--- src/rtl/ins_fetch_unit_pkg.sv ---
// ins_fetch_unit_pkg: fetch-stage state encoding and constants shared with IF/ID and hazard logic
package ins_fetch_unit_pkg;
    typedef enum logic [1:0] {IDLE, FETCH, DISCARD} fetch_state_t;
    localparam logic [31:0] NOP_WORD         = 32'h0000_0013;
    localparam logic [31:0] DEFAULT_RESET_PC = 32'h0000_0000;
    localparam logic [31:0] WORD_ALIGN_MASK  = 32'hFFFF_FFFC;
endpackage

--- src/rtl/ins_fetch_unit.sv ---
// ins_fetch_unit: PC owner issuing instruction-memory reads and feeding IF/ID with valid/stall
module ins_fetch_unit
    import ins_fetch_unit_pkg::*;
#(
    parameter logic [31:0] RESET_PC  = DEFAULT_RESET_PC,
    parameter logic [31:0] NOP_INSTR = NOP_WORD
) (
    input  logic        clock,
    input  logic        reset,
    input  logic        stall,
    input  logic        branch_taken,
    input  logic [31:0] branch_target,
    output logic        mem_read,
    output logic [31:0] mem_address,
    input  logic [31:0] mem_readdata,
    input  logic        mem_busywait,
    output logic [31:0] instr,
    output logic [31:0] instr_pc,
    output logic        instr_valid,
    output logic        fetch_busy
);
    fetch_state_t state;
    logic [31:0]  pc;
    logic [31:0]  pc_next;
    logic [31:0]  target;
    logic         complete;
    logic         consume;

    assign pc_next    = pc + 32'd4;
    assign target     = branch_target & WORD_ALIGN_MASK;
    assign complete   = (state == FETCH) && mem_read && !mem_busywait && (!instr_valid || !stall);
    assign consume    = instr_valid && !stall;
    assign fetch_busy = mem_read & mem_busywait;

    // Fetch FSM: redirect beats completion/consumption; a read in flight on redirect is drained in DISCARD
    always_ff @(posedge clock or posedge reset) begin
        if (reset) begin
            state       <= IDLE;
            pc          <= RESET_PC;
            mem_read    <= 1'b0;
            mem_address <= RESET_PC;
            instr       <= NOP_INSTR;
            instr_pc    <= 32'h0;
            instr_valid <= 1'b0;
        end else if (branch_taken) begin
            pc          <= target;
            instr_valid <= 1'b0;
            instr       <= NOP_INSTR;
            case (state)
                IDLE: begin
                    state       <= FETCH;
                    mem_read    <= 1'b1;
                    mem_address <= target;
                end
                FETCH: begin
                    if (mem_busywait)
                        state <= DISCARD;
                    else
                        mem_address <= target;
                end
                default: state <= DISCARD;
            endcase
        end else begin
            if (complete) begin
                instr       <= mem_readdata;
                instr_pc    <= pc;
                instr_valid <= 1'b1;
            end else if (consume) begin
                instr_valid <= 1'b0;
                instr       <= NOP_INSTR;
            end
            case (state)
                IDLE: begin
                    state       <= FETCH;
                    mem_read    <= 1'b1;
                    mem_address <= pc;
                end
                FETCH: begin
                    if (complete) begin
                        pc          <= pc_next;
                        mem_address <= pc_next;
                    end
                end
                DISCARD: begin
                    if (!mem_busywait) begin
                        state       <= FETCH;
                        mem_address <= pc;
                    end
                end
                default: state <= IDLE;
            endcase
        end
    end
endmodule
--- config.mk ---
export PLATFORM = sky130hd
export DESIGN_NAME = ins_fetch_unit
export DESIGN_NICKNAME = d
export VERILOG_FILES = /design/src/rtl/ins_fetch_unit_pkg.sv /design/src/rtl/ins_fetch_unit.sv
export SDC_FILE = /design/constraint.sdc
export NUM_CORES = 1
export LEC_CHECK = 0
export ABC_AREA = 0
export ABC_CLOCK_PERIOD_IN_PS = 5050
export BUFFER_PORTS_ARGS = -buffer_cell sky130_fd_sc_hd__buf_2
export CORE_MARGIN = 2
export CORE_UTILIZATION = 40
export CTS_CLUSTER_SIZE = 16
export DETAILED_ROUTE_END_ITERATION = 8
export GPL_ROUTABILITY_DRIVEN = 0
export PLACE_DENSITY_LB_ADDON = 0.1
export REMOVE_ABC_BUFFERS = 1
export SLEW_MARGIN = 30
export SYNTH_ARGS = -nofsm -noshare
export SYNTH_HDL_FRONTEND = slang
export SYNTH_SLANG_ARGS = --single-unit
--- constraint.sdc ---
create_clock -name clock -period 5.05 [get_ports clock]
set_input_delay 0.7575 -clock clock [delete_from_list [all_inputs] [get_ports clock]]
set_output_delay 0.7575 -clock clock [all_outputs]
set_load 0.005 [all_outputs]
### Yosys cells after proc, flatten, opt, wreduce, memory -nomap -nowiden

Index checks and enable logic that the tools add are counted.
W data, S select, Z words.

* bits in registers: 132
* bits of input ports: 69
* output and inout port bits: 99
* logic and storage cells: 54

* add/subtract/negate cells: 1
* equal/unequal tests: 8
* multiplexer cells: 19
* bitwise operators: 2
* reduce and logical (&&, ||, !) cells: 17

Operators with widths (count)
* $mux W32: 9
* $pmux W32 S3: 1
* $pmux W32 S2: 1
* $add A32 B3 Y32 const B: 1
* $ne A3 B3 Y1 const B: 3
* $mux W2: 3
* $pmux W2 S3: 1
* $reduce_bool A3 Y1: 2
* $reduce_and A5 Y1: 1
* $logic_and A1 B1 Y1: 4
* $ne A2 B2 Y1 const B: 2
* $pmux W2 S2: 1
* $reduce_and A2 Y1: 2
* $reduce_bool A2 Y1: 2
* $logic_not A1 Y1: 3
* $mux W1: 3
* $ne A3 B1 Y1 const B: 1
* $reduce_and A3 Y1: 1
* $eq A2 B1 Y1 const B: 1
* $eq A2 B2 Y1 const B: 1
* $logic_not A2 Y1: 1
* $and A1 B1 Y1: 1
* $logic_or A1 B1 Y1: 1
* $not A1 Y1: 1

### Longest topological paths before layout

* depth after elaboration: 7
* mapped depth: 9
* mapped depth without buffers: 6

### Worst setup path after synthesis

OpenSTA, ideal clock, no wires.

* kind: input port to flip-flop
* start point: in mem_busywait
* end point: reg pc[18]
* arrival: 2.127 ns
* required time: 4.925 ns
* slack: 2.798 ns
* cell stages on the path: 7
* path buffers: 2
* cells stage by stage: buf_2 nand4bb_1 buf_6 nor4_4 nand3_1 xnor2_1 mux2_2

* longest elaborated chain between the ends: 5

RTL lines
* start: declaration: line ins_fetch_unit.sv:16 `input logic mem_busywait,`
* $logic_not A1 Y1
* $logic_and A1 B1 Y1 (2 in series): line ins_fetch_unit.sv:31 `assign complete = (state == FETCH) && mem_read && !mem_busywait && (!instr_valid || !stall);`
* $reduce_bool A2 Y1 (no source line)
* $reduce_and A2 Y1 (no source line)
* end signal: assignment: line ins_fetch_unit.sv:46 `pc <= target;`
* end signal: assignment: line ins_fetch_unit.sv:80 `pc <= pc_next;`
* end: declaration: line ins_fetch_unit.sv:23 `logic [31:0] pc;`

Every way passes these cells.
A chain may end at the register's enable or synchronous reset.

### Worst setup path in the final report

* start point: reg pc[8]
* end point: reg mem_address[21]

* longest elaborated chain between the ends: 4

RTL lines
* $add A32 B3 Y32: line ins_fetch_unit.sv:29 `assign pc_next = pc + 32'd4;`
* $mux W32: line ins_fetch_unit.sv:79 `if (complete) begin`
* $pmux W32 S3: line ins_fetch_unit.sv:72 `case (state)`
* $mux W32: line ins_fetch_unit.sv:45 `end else if (branch_taken) begin`
* end signal: assignment: line ins_fetch_unit.sv:53 `mem_address <= target;`
* end signal: assignment: line ins_fetch_unit.sv:76 `mem_address <= pc;`
* end signal: assignment: line ins_fetch_unit.sv:81 `mem_address <= pc_next;`
* end: declaration: line ins_fetch_unit.sv:14 `output logic [31:0] mem_address,`

Every way passes these cells. The select of a mux whose other input is x is not followed.

==> impl_metrics.ini <==
[cts]
root_buffer = clkbuf_16
clk_pin_slew_worst_paths_ns = 0.05
clk_latency_ns = 0.42
cts.htree.levels = 4
tritoncts = done
cts_buffers = 17
cts_resized = 0
clkSinkCount = 127
hold_buffers = 0
clockBufferDepth = 2
cts_setup_buffers = 0

[synth]
synth_top_area_share_pct = 48.0
muxShareOfSynthArea_pct = 2.71
synthAdderAreaFrac_pct = 0.194
synthFlopType = dfrtp_1
synth_top_family_by_area = simple AND/OR/NAND/NOR gates
syn-cell-area_um2 = 6460
ys_types = 63
synth-edff-count = 0
synth_compound_area_share_pct = 13.6
synth_warnings = 0
synth_cells = 679
ys_top_cells_by_area = dfrtp_1, nand2_1, a22o_1
synth_common_cells = nand2_1, dfrtp_1, nor2_1
synthXorXnorAreaFrac_pct = 6.23
yosys.area_share.simple_pct = 22.5
synth_area_per_cell_um2 = 9.52
ys_async_sr_fraction_pct = 100
synth.largest_area_cell = dfrtp_1
yosysSeqAreaShare_pct = 49.2
ys_seq_elements = 127
synth.most_common_cell = nand2_1

[setup_path]
r2r_cells = 5
r2r-start = pc[8]$_DFFE_PP0P_
crit_fanout = 14
worst_ep_arrival_time_ns = 3.04
start_kind = register
slowest_delay_ns = 0.67
critPathSlowestCell = nor4_4
crit_path_end_kind = register
timing.critical_path.to = mem_address[21]$_DFFE_PP0P_
cp-startpoint = pc[8]$_DFFE_PP0P_
cp_data_required_time_ns = 5.33
crit_chain = nand4_2 > nor4_4 > mux2_2 > a2111oi_0 > nor2_1
worstReg2RegEnd = mem_address[21]$_DFFE_PP0P_
critPathKind = register to register
reg2reg_slack_ns = 2.30

[final_layout]
n_antenna_cell = 0
fill_cells = 1513
design.final.nets = 880
layout-drive-gt1-share_pct = 28.3
area_growth_pct = 22.6

[place]
dp_hpwl_mm = 12.2
port_buffers = 163

[die]
die_area_um2 = 17200
fp.dieH_um = 131
initial_core_util_pct = 40.8
die_w_um = 131
io-pin-count = 168
core-area_um2 = 15800
core.rowCount = 46

[status]
status = completed

[sta]
rsz0062_at_grt = no
hold_viol_final = 0
fin_tns_setup_ns = 0
tightest_slew_ns = 0.866
maxSlewViolCount = 0
slew_headroom_pct = 42.3
fin_worst_skew_ns = 0.00570
fmax_ghz = 0.363
fin_crit_sh_pct = 54.5
finalSetupViolations = 0
timing.final.crit_period_ns = 2.75
whs_ns = 0.465

[global_routing]
grt_pass1_vias = 5634
grt_antenna_before_repair = 2
grt_pass1_wl_mm = 29.7
grt_max_degree = 67
grt_usage_pct = 21.6
overflow = 0

[drt]
ant_nets = 0
drtIter0Drc = 355
drc = 0
routed_via_density = 5.32
wl_mm = 18.1
num_vias = 5520
routedWlPerCell_um = 17.4
firstDrtPassIters = 7

[pwr]
power.density_nw_per_um2 = 465
irDropWorstVdd_mv = 0.238
p_leak_uw = 0.00373

[min_path]
hp-class = register to register
hold_start = instr_pc[18]$_DFFE_PP0P_

[job]
drv_cap = 0
==> report_power, final <==
group / internal [uW] / switching, uW / total, uW / leakage, uW
Combinational: 424 / 530 / 954 / 0.00187
Clock: 788 / 437 / 1230 / 0.000286
Sequential: 1300 / 206 / 1500 / 0.00157
==> how the worst min path moves through the flow <==
stage / endpoint / slack [ns] / cells past startpoint
floorplan: instr_pc[23]$_DFFE_PP0P_ / 0.47 / 2
global placement: instr_pc[24]$_DFFE_PP0P_ / 0.45 / 2
detailed placement: instr_pc[2]$_DFFE_PP0P_ / 0.46 / 2
CTS: instr_pc[12]$_DFFE_PP0P_ / 0.47 / 2
global route: instr_pc[12]$_DFFE_PP0P_ / 0.50 / 2
finish: instr_pc[18]$_DFFE_PP0P_ / 0.47 / 2
==> stage by stage <==
step / power [uW] / cells / area (um^2) / utilization (%) / setup WS [ns]
final: 3680 / 1038 / 7920 / 50.1 / 2.30
after CTS: 3720 / 1038 / 7920 / 50.0 / 2.30
after global routing: 3920 / 1038 / 7920 / 50.1 / 2.02
after global placement: 2460 / 1007 / 7330 / 46.3 / 1.97
after floorplan: 1980 / 617 / 6140 / - / 0.913
after detailed placement: 2480 / 1007 / 7330 / 46.3 / 1.91
==> placed cells by master, fill, tap and decap left out, types with 3 or more instances in the layout <==
cell type	Yosys	final
nand4_1	22	22
and2_1	7	7
dfrtp_1	124	124
nand2_1	143	143
nand2b_1	3	3
mux2_2	12	12
o22a_1	4	4
a22o_1	29	29
o211ai_1	5	5
buf_2	26	163
nor3_1	14	14
mux2i_1	4	4
o21ai_0	30	30
clkbuf_16	0	17
a311oi_1	3	3
a21boi_0	3	3
xor2_1	29	29
buf_4	7	10
clkbuf_8	0	5
inv_1	7	6
nor4_4	5	5
o31a_1	3	3
nor2_1	36	36
dfstp_2	3	3
o31ai_1	5	5
o21ai_1	12	12
and3_1	5	5
clkbuf_1	26	4
a31oi_1	4	4
nor4_1	8	8
a21oi_1	13	13
nand3_1	28	28
xnor2_1	17	17
==> critical path, delay by kind of cell (launching register included) <==
kind,cells,cell delay [ns]
simple gates,3,1.04
flops,1,0.64
compound gates,1,0.52
mux,1,0.41
==> logic make-up after synthesis <==
| family | count (synthesis) |
|---|---|
| other cells | 1 |
| buf+inv | 71 |
| xor+xnor | 46 |
| compound gates | 126 |
| mux | 16 |
| flops | 127 |
| fa+ha+maj | 1 |
| simple gates | 291 |
==> flip-flops by register name, summed over array words and instances (netlist names) <==
register     count
instr           32
instr_pc        30
instr_valid      1
mem_address     31
mem_read         1
pc              30
state            2
==> final cells by class <==
type                            instances  area [um^2]  share of cell area (%)
Tap cell                              216          270                    3.41
Multi-Input combinational cell        482         2940                    37.1
Sequential cell                       127         3180                    40.2
Timing Repair Buffer                  174          911                    11.5
Clock inverter                          5         77.6                   0.979
Clock buffer                           26          509                    6.43
Inverter                                8         32.5                   0.411
==> routing by layer <==
layer,vias up,global-route usage (%),wire length [um]
li1,2626,-,-
met1,2663,28.5,8110
met2,199,35.0,8540
met3,28,5.56,1170
met4,4,7.00,249
met5,-,0,30
(Power assumes the default switching activity.)
